==> src/rtl/mux2_stream_arbiter_pkg.sv <==
// Shared definitions for the two-input stream arbiter: source encodings and
// lock-FSM state encodings.
package mux2_stream_arbiter_pkg;

   localparam logic SRC_D0 = 1'b0;
   localparam logic SRC_D1 = 1'b1;

   typedef enum logic [1:0] {
      ARB   = 2'd0,
      LOCK0 = 2'd1,
      LOCK1 = 2'd2
   } arb_state_e;

endpackage

==> src/rtl/rr_grant2.sv <==
// Two-way round-robin grant: priority pointer register plus combinational grant.
// The pointer moves to the other source whenever 'advance' is pulsed.
module rr_grant2 (
   input  logic       clk,
   input  logic       nRst,
   input  logic       v0,
   input  logic       v1,
   input  logic       advance,
   input  logic       advSrc,
   output logic [1:0] grant
);

   logic pri_q;
   logic pri_d;

   always_comb begin
      pri_d = pri_q;
      if (advance) begin
         pri_d = ~advSrc;
      end
   end

   always_ff @(posedge clk or negedge nRst) begin
      if (!nRst) begin
         pri_q <= 1'b0;
      end else begin
         pri_q <= pri_d;
      end
   end

   // Contention goes to the pointer; a lone requester always wins.
   always_comb begin
      grant = 2'b00;
      if (v0 && v1) begin
         grant = pri_q ? 2'b10 : 2'b01;
      end else begin
         grant = {v1, v0};
      end
   end

endmodule

==> src/rtl/mux2_stream_arbiter.sv <==
// Round-robin 2:1 stream arbiter with a single registered output stage and sel.
// Define MUX2_ARB_LOCK_EN to add packet locking with last0/last1/outLast.
module mux2_stream_arbiter
   import mux2_stream_arbiter_pkg::*;
#(
   parameter int WIDTH = 8
) (
   input  logic             clk,
   input  logic             nRst,
   input  logic [WIDTH-1:0] d0,
   input  logic             v0,
   output logic             r0,
   input  logic [WIDTH-1:0] d1,
   input  logic             v1,
   output logic             r1,
`ifdef MUX2_ARB_LOCK_EN
   input  logic             last0,
   input  logic             last1,
   output logic             outLast,
`endif
   output logic [WIDTH-1:0] out,
   output logic             outValid,
   input  logic             outReady,
   output logic             sel
);

   logic [WIDTH-1:0] out_q, out_d;
   logic             out_valid_q, out_valid_d;
   logic             sel_q, sel_d;

   logic       can_load;
   logic [1:0] grant;
   logic       gv0, gv1;
   logic       xfer0, xfer1, xfer;
   logic       xfer_src;
   logic       advance;

   assign can_load = !out_valid_q | outReady;

   // Readies are forced low while reset is asserted.
   assign r0 = nRst & can_load & grant[0];
   assign r1 = nRst & can_load & grant[1];

   assign xfer0    = v0 & r0;
   assign xfer1    = v1 & r1;
   assign xfer     = xfer0 | xfer1;
   assign xfer_src = xfer1 ? SRC_D1 : SRC_D0;

`ifdef MUX2_ARB_LOCK_EN
   arb_state_e state_q, state_d;
   logic       out_last_q, out_last_d;
   logic       xfer_last;

   assign xfer_last = xfer1 ? last1 : last0;
   assign gv0       = v0 & (state_q != LOCK1);
   assign gv1       = v1 & (state_q != LOCK0);
   // The pointer only moves at packet boundaries.
   assign advance   = xfer & xfer_last;
   assign outLast   = out_last_q;

   always_comb begin
      state_d    = state_q;
      out_last_d = out_last_q;
      if (xfer) begin
         out_last_d = xfer_last;
         if (xfer_last) begin
            state_d = ARB;
         end else begin
            state_d = (xfer_src == SRC_D1) ? LOCK1 : LOCK0;
         end
      end
   end

   always_ff @(posedge clk or negedge nRst) begin
      if (!nRst) begin
         state_q    <= ARB;
         out_last_q <= 1'b0;
      end else begin
         state_q    <= state_d;
         out_last_q <= out_last_d;
      end
   end
`else
   assign gv0     = v0;
   assign gv1     = v1;
   assign advance = xfer;
`endif

   rr_grant2 u_rr_grant2 (
      .clk     (clk),
      .nRst    (nRst),
      .v0      (gv0),
      .v1      (gv1),
      .advance (advance),
      .advSrc  (xfer_src),
      .grant   (grant)
   );

   always_comb begin
      out_d       = out_q;
      sel_d       = sel_q;
      out_valid_d = out_valid_q;
      if (xfer) begin
         out_d       = xfer1 ? d1 : d0;
         sel_d       = xfer_src;
         out_valid_d = 1'b1;
      end else if (outReady) begin
         out_valid_d = 1'b0;
      end
   end

   always_ff @(posedge clk or negedge nRst) begin
      if (!nRst) begin
         out_q       <= '0;
         sel_q       <= 1'b0;
         out_valid_q <= 1'b0;
      end else begin
         out_q       <= out_d;
         sel_q       <= sel_d;
         out_valid_q <= out_valid_d;
      end
   end

   assign out      = out_q;
   assign sel      = sel_q;
   assign outValid = out_valid_q;

endmodule
==> config.mk <==
export PLATFORM = sky130hd
export DESIGN_NAME = mux2_stream_arbiter
export DESIGN_NICKNAME = d
export VERILOG_FILES = /design/src/rtl/mux2_stream_arbiter_pkg.sv /design/src/rtl/rr_grant2.sv /design/src/rtl/mux2_stream_arbiter.sv
export SDC_FILE = /design/constraint.sdc
export NUM_CORES = 1
export LEC_CHECK = 0
export ABC_AREA = 0
export CAP_MARGIN = 10
export CORE_AREA = 2 2 39 41
export CTS_CLUSTER_DIAMETER = 30
export DETAILED_ROUTE_END_ITERATION = 8
export DIE_AREA = 0 0 41 43
export DONT_BUFFER_PORTS = 1
export GPL_TIMING_DRIVEN = 1
export PLACE_DENSITY = 0.7
export SLEW_MARGIN = 25
export SYNTH_ARGS = -nofsm -noshare
export SYNTH_HDL_FRONTEND = slang
export SYNTH_HIERARCHICAL = 1
export SYNTH_SLANG_ARGS = --single-unit
==> constraint.sdc <==
create_clock -name clk -period 4.1 [get_ports clk]
set_input_delay 1.025 -clock clk [delete_from_list [all_inputs] [get_ports clk]]
set_output_delay 1.025 -clock clk [all_outputs]
set_load 0.005 [all_outputs]
==> flow_metrics.env, run 1 <==
export IMPL_outcome="completed"
export IMPL_cts_clk_slew_worst_paths_ps=70
export IMPL_min_period_ps=2640
export IMPL_worstSkewPairLatency_ps=270
export IMPL_clock_fmax_ghz=0.378
export IMPL_first_global_vias=481
export IMPL_num_vias=548
export IMPL_finalClockSkew_ps=2.37
export IMPL_diodes=0
export IMPL_clock_sinks=11
export IMPL_p_int_mw=0.195
export IMPL_power_frac_seq_pct=55.0
export IMPL_final_design_area_no_fill_um2=647
export IMPL_nets=88
export IMPL_synth_area_leaders="dfrtp_1 (43%), o31ai_1 (9.4%), a31oi_1 (7.8%)"
export IMPL_die_height_um=43
export IMPL_hold_class="input port to async pin"
export IMPL_track_usage_pct=18.9
export IMPL_finalHoldViolCount=0
export IMPL_core_mm2=0.00138
export IMPL_worst_slew_pin_slew_ps=412
export IMPL_synth_area_um2=638
export IMPL_maxCapViolCount=0
export IMPL_start_util_pct=46.1
export IMPL_remaining_drc_errors=0
export IMPL_post_route_util_pct=46.7
export IMPL_synth_top_area_share_pct=43.1
export IMPL_cts_htree_levels=1
export IMPL_slew_headroom_pct=72.5
export IMPL_holdBufCountCts=0
export IMPL_synth_ff_type="dfrtp_1"
export IMPL_port_buffers=0
export IMPL_placed_cell_area_um2=621
export IMPL_clock_path_buffers=2
export IMPL_crit_type="input port to output pin"
export IMPL_rsz0062_at_grt="false"
export IMPL_area_delta_synth_final_pct=1.37
export IMPL_netSwitchingFraction_pct=30.4
export IMPL_wl_per_cell_um=17.8
export IMPL_dieArea_mm2=0.00176
export IMPL_gp_congestion=0.768
export IMPL_cp_start_kind="input port"
export IMPL_yosys_warnings=6
export IMPL_drive_above_1_share_pct=7.58
export IMPL_row_count=14
export IMPL_cp_slowest_cell="nand2_1"
export IMPL_synth_seq_cells=11
export IMPL_synth_common_cells="dfrtp_1 (11), a31oi_1 (8), nand4_1 (8), nor4_1 (8), o31ai_1 (8)"
export IMPL_synthCells=68
export IMPL_ys_async_sr_fraction_pct=100
export IMPL_holdWs_ps=443
export IMPL_crit_required_ps=3070
export IMPL_finalCritPeriodShare_pct=64.5
export IMPL_ff2ff_setup_slack_ps=2500
export IMPL_arrival_ps=1620
export IMPL_synth_net_count=89
export IMPL_power_density_mw_per_mm2=432
export IMPL_wl_um=1460
export IMPL_grt_pass1_wl_um=2200
export IMPL_gr_total_overflow=0
export IMPL_synth_top_area_cell="dfrtp_1"
export IMPL_crit_fanout=12
export IMPL_dr_pass1_iters=4
export IMPL_hpwl_um=1120
export IMPL_critPathMaxStageDelay_ps=230
export IMPL_grt_antenna_before_repair=0
export IMPL_synth_edf_count=0
export IMPL_critPathLaunch="v0"
export IMPL_syn_area_per_cell_um2=9.38
export IMPL_cts_resized=0
export IMPL_viasPerCell=6.68
export IMPL_ios=33
export IMPL_power_switching_mw=0.0850
export IMPL_p_leak_nw=0.248
export IMPL_postCtsSetupBuffers=0
export IMPL_ys_seq_area_share_pct=43.1
export IMPL_power_frac_comb_pct=18.3
export IMPL_die_x_um=41
export IMPL_clock_root_buffer="clkbuf_4"
export IMPL_synth_distinct_cells=20
export IMPL_path_cells="a21boi_0 -> nand2_1 -> nor2_1"
export IMPL_seq_area_um2=275
export IMPL_clkPwrFrac_pct=26.7
export IMPL_yosysMostFrequentCell="dfrtp_1"
export IMPL_ir_worst_vdd_uv=274
export IMPL_cp_end_kind="output pin"
export IMPL_cts_tree="done"
export IMPL_drtIter0Drc=8
export IMPL_report_final_slew_viol_count=0
export IMPL_setup_violations_final=0
export IMPL_multi_input_area_um2=310
export IMPL_nFillCells=143
export IMPL_timing_rr_start="u_rr_grant2/pri_q"
export IMPL_detail_route_antenna_nets=0
export IMPL_fin_tns_setup_ps=0
export IMPL_grt_max_degree=20
export IMPL_numCtsBuffers=3
## layout by cell type, fill, tap and decap left out
cell type	count
nand4_1	8
or2b_1	1
nor2_1	2
nand3_1	2
a21boi_0	1
or3_4	1
dfrtp_1	11
inv_1	3
a21boi_1	1
mux2i_1	1
o31ai_1	8
clkbuf_4	3
clkinv_1	1
nor2b_4	1
clkbuf_1	1
nand2_1	3
a31oi_1	8
and2_1	1
nor4_1	8
a21o_1	1
## sequential cells by signal, indices dropped and copies added, names as in the netlist
register and flops:
out 8, sel 1, u_rr_grant2/pri_q 1, outValid 1
## per-stage QoR
step | setup slack (ps) | power (mW) | cells
final | 1460 | 0.280 | 82
after floorplan | 1470 | 0.199 | 68
after global placement | 1460 | 0.207 | 78
after global routing | 1300 | 0.296 | 82
after CTS | 1450 | 0.281 | 82
after detailed placement | 1450 | 0.208 | 78
## routing by layer
| layer | track usage [%] | share of wire, % | up-vias |
|---|---|---|---|
| met3 | 7.85 | 11 | 2 |
| met1 | 22.8 | 41 | 247 |
| li1 | - | - | 265 |
| met4 | 10.0 | 0.89 | 0 |
| met5 | 0 | 0 | - |
| met2 | 27.5 | 48 | 34 |
## area by class of cell
cell class,count,share of cell area (%)
multi-input combinational,47,48.0
sequential,11,42.6
clock buffer,4,4.06
tap,16,3.09
inverter,4,2.32
## power by group through the flow
stage,combinational (mW),sequential [mW],clock (mW)
floorplan,0.0489,0.150,0
global placement,0.0507,0.156,0
detailed placement,0.0514,0.156,0
CTS,0.0514,0.154,0.0752
global route,0.0576,0.159,0.0797
finish,0.0511,0.154,0.0748
## worst max-delay path, delay by kind of cell
family | cells | cell delay, ps
simple gates | 2 | 420
compound gates | 1 | 180
## worst paths after layout
check                                         end  depth (start not counted)
worst max-delay path                           r0                          3
worst min-delay path                       out[6]                          0
worst max register to register  u_rr_grant2/pri_q                          6
worst min register to register                sel                          1
max in group asynchronous                outValid                          0
min in group clk                              sel                          1
## logic make-up (layout without fill, tap and decap cells)
group           count (synthesis)  after routing  synth area share, %
simple gates                   27             27                 26.3
flops                          11             11                 43.1
mux                             1              1                 1.57
buf+inv                        10              8                 8.23
compound gates                 19             19                 20.8
Power figures use the tool's default switching activity.
==> inputs of run 2 (changes only) <==
==> constraint.sdc (replaced) <==
create_clock -name clk -period 2.6 [get_ports clk]
set_input_delay 0.65 -clock clk [delete_from_list [all_inputs] [get_ports clk]]
set_output_delay 0.65 -clock clk [all_outputs]
set_load 0.005 [all_outputs]
==> flow_metrics.env, run 2 (synthesis results as in run 1) <==
export IMPL_outcome="completed"
export IMPL_worstSkewPairLatency_ps=270
export IMPL_r2r_cells=6
export IMPL_power_density_mw_per_mm2=682
export IMPL_crit_type="flop to output pin"
export IMPL_cts_clk_slew_worst_paths_ps=70
export IMPL_wl_um=1520
export IMPL_start_util_pct=46.1
export IMPL_finalCritPeriodShare_pct=74.2
export IMPL_nFillCells=141
export IMPL_r2r_end="u_rr_grant2/pri_q"
export IMPL_setup_ws_ps=671
export IMPL_crit_fanout=9
export IMPL_slew_headroom_pct=77.5
export IMPL_final_common_cell="dfrtp_1"
export IMPL_num_vias=552
export IMPL_die_x_um=41
export IMPL_clock_sinks=11
export IMPL_cts_resized=0
export IMPL_timing_rr_start="u_rr_grant2/pri_q"
export IMPL_finalClockSkew_ps=1.47
export IMPL_finalHoldViolCount=0
export IMPL_remaining_drc_errors=0
export IMPL_maxCapViolCount=0
export IMPL_numCtsBuffers=3
export IMPL_ios=33
export IMPL_final_cell_mix="dfrtp_1 (11), o31ai_1 (8), nand4_1 (8), nor4_1 (8), a31oi_1 (8)"
export IMPL_cts_htree_levels=1
export IMPL_place_ws_ps=703
export IMPL_clock_fmax_ghz=0.518
export IMPL_grt_antenna_before_repair=0
export IMPL_cp_start_kind="flop"
export IMPL_cp_end_kind="output pin"
export IMPL_path_cells="a21boi_0 -> nand2_1 -> nor2_1"
export IMPL_holdBufCountCts=0
export IMPL_first_global_vias=487
export IMPL_critPathBufInv=0
export IMPL_dieArea_mm2=0.00176
export IMPL_clock_path_buffers=2
export IMPL_die_height_um=43
export IMPL_clock_root_buffer="clkbuf_4"
export IMPL_critPathMaxStageDelay_ps=380
export IMPL_setup_violations_final=0
export IMPL_drive_above_1_share_pct=8.96
export IMPL_cts_tree="done"
export IMPL_min_period_ps=1930
export IMPL_grt_pass1_wl_um=2260
export IMPL_hpwl_um=1130
export IMPL_post_route_util_pct=47.3
export IMPL_track_usage_pct=19.5
export IMPL_row_count=14
export IMPL_largest_reg_flops=8
export IMPL_diodes=0
export IMPL_nets=89
export IMPL_dr_pass1_iters=4
export IMPL_worst_slew_pin_slew_ps=336
export IMPL_report_final_slew_viol_count=0
export IMPL_ir_worst_vdd_uv=387
export IMPL_viasPerCell=6.65
export IMPL_holdWs_ps=61.6
export IMPL_drtIter0Drc=12
export IMPL_p_leak_nw=0.253
export IMPL_core_mm2=0.00138
export IMPL_crit_required_ps=1950
export IMPL_arrival_ps=1280
export IMPL_wl_per_cell_um=18.3
export IMPL_finalPower_mw=0.446
export IMPL_fin_tns_setup_ps=0
export IMPL_detail_route_antenna_nets=0
export IMPL_gr_total_overflow=0
export IMPL_ff2ff_setup_slack_ps=1020
export IMPL_critical_path_top_delay_family="simple AND/OR/NAND/NOR gates"
export IMPL_gp_congestion=0.771
export IMPL_cp_slowest_cell="dfrtp_1"
export IMPL_postCtsSetupBuffers=0
export IMPL_area_delta_synth_final_pct=2.55
export IMPL_grt_max_degree=18
export IMPL_port_buffers=0
export IMPL_rsz0062_at_grt="false"
export IMPL_hold_class="input port to async pin"
-- run 2: cell types whose count changed in the layout (fill, tap and decap cells not counted) --
cell   previous run  this run
buf_4             0         1
-- run 2: final cells by class --
| cell class | count | area, um^2 | share of cell area, % |
|---|---|---|---|
| clock buffer | 4 | 26.3 | 4.02 |
| inverter | 4 | 15.0 | 2.29 |
| multi-input combinational | 47 | 310 | 47.4 |
| sequential | 11 | 275 | 42.1 |
| tap | 16 | 20.0 | 3.06 |
| timing repair buffer | 1 | 7.51 | 1.15 |
-- run 2: worst max-delay path by stage --
stage / start / to / slack (ps) / cells after the start
after global routing: u_rr_grant2/pri_q / r0 / 520 / 3
after detailed placement: v0 / r0 / 700 / 3
after CTS: u_rr_grant2/pri_q / r0 / 660 / 3
final: u_rr_grant2/pri_q / r0 / 670 / 3
after global placement: v0 / r0 / 710 / 3
after floorplan: outReady / r0 / 720 / 4
-- run 2: per-layer routing --
layer | track usage, % | routed length [um]
met1 | 25.1 | 610
met5 | 0 | 0
met2 | 26.3 | 728
met4 | 12.0 | 39
met3 | 7.85 | 144
-- run 2: stage by stage --
step / cell area, um^2 / std cells
4_1_cts: 654 / 83
3_3_place_gp: 628 / 79
5_1_grt: 654 / 83
3_5_place_dp: 628 / 79
2_1_floorplan: 638 / 68
6_report: 654 / 83
-- run 2: power breakdown --
part / switching (mW) / leakage [nW] / internal [mW] / total (mW)
clock network: 0.0596 / 0.0150 / 0.0596 / 0.119
registers: 0.0323 / 0.125 / 0.211 / 0.243
logic: 0.0456 / 0.114 / 0.0381 / 0.0837
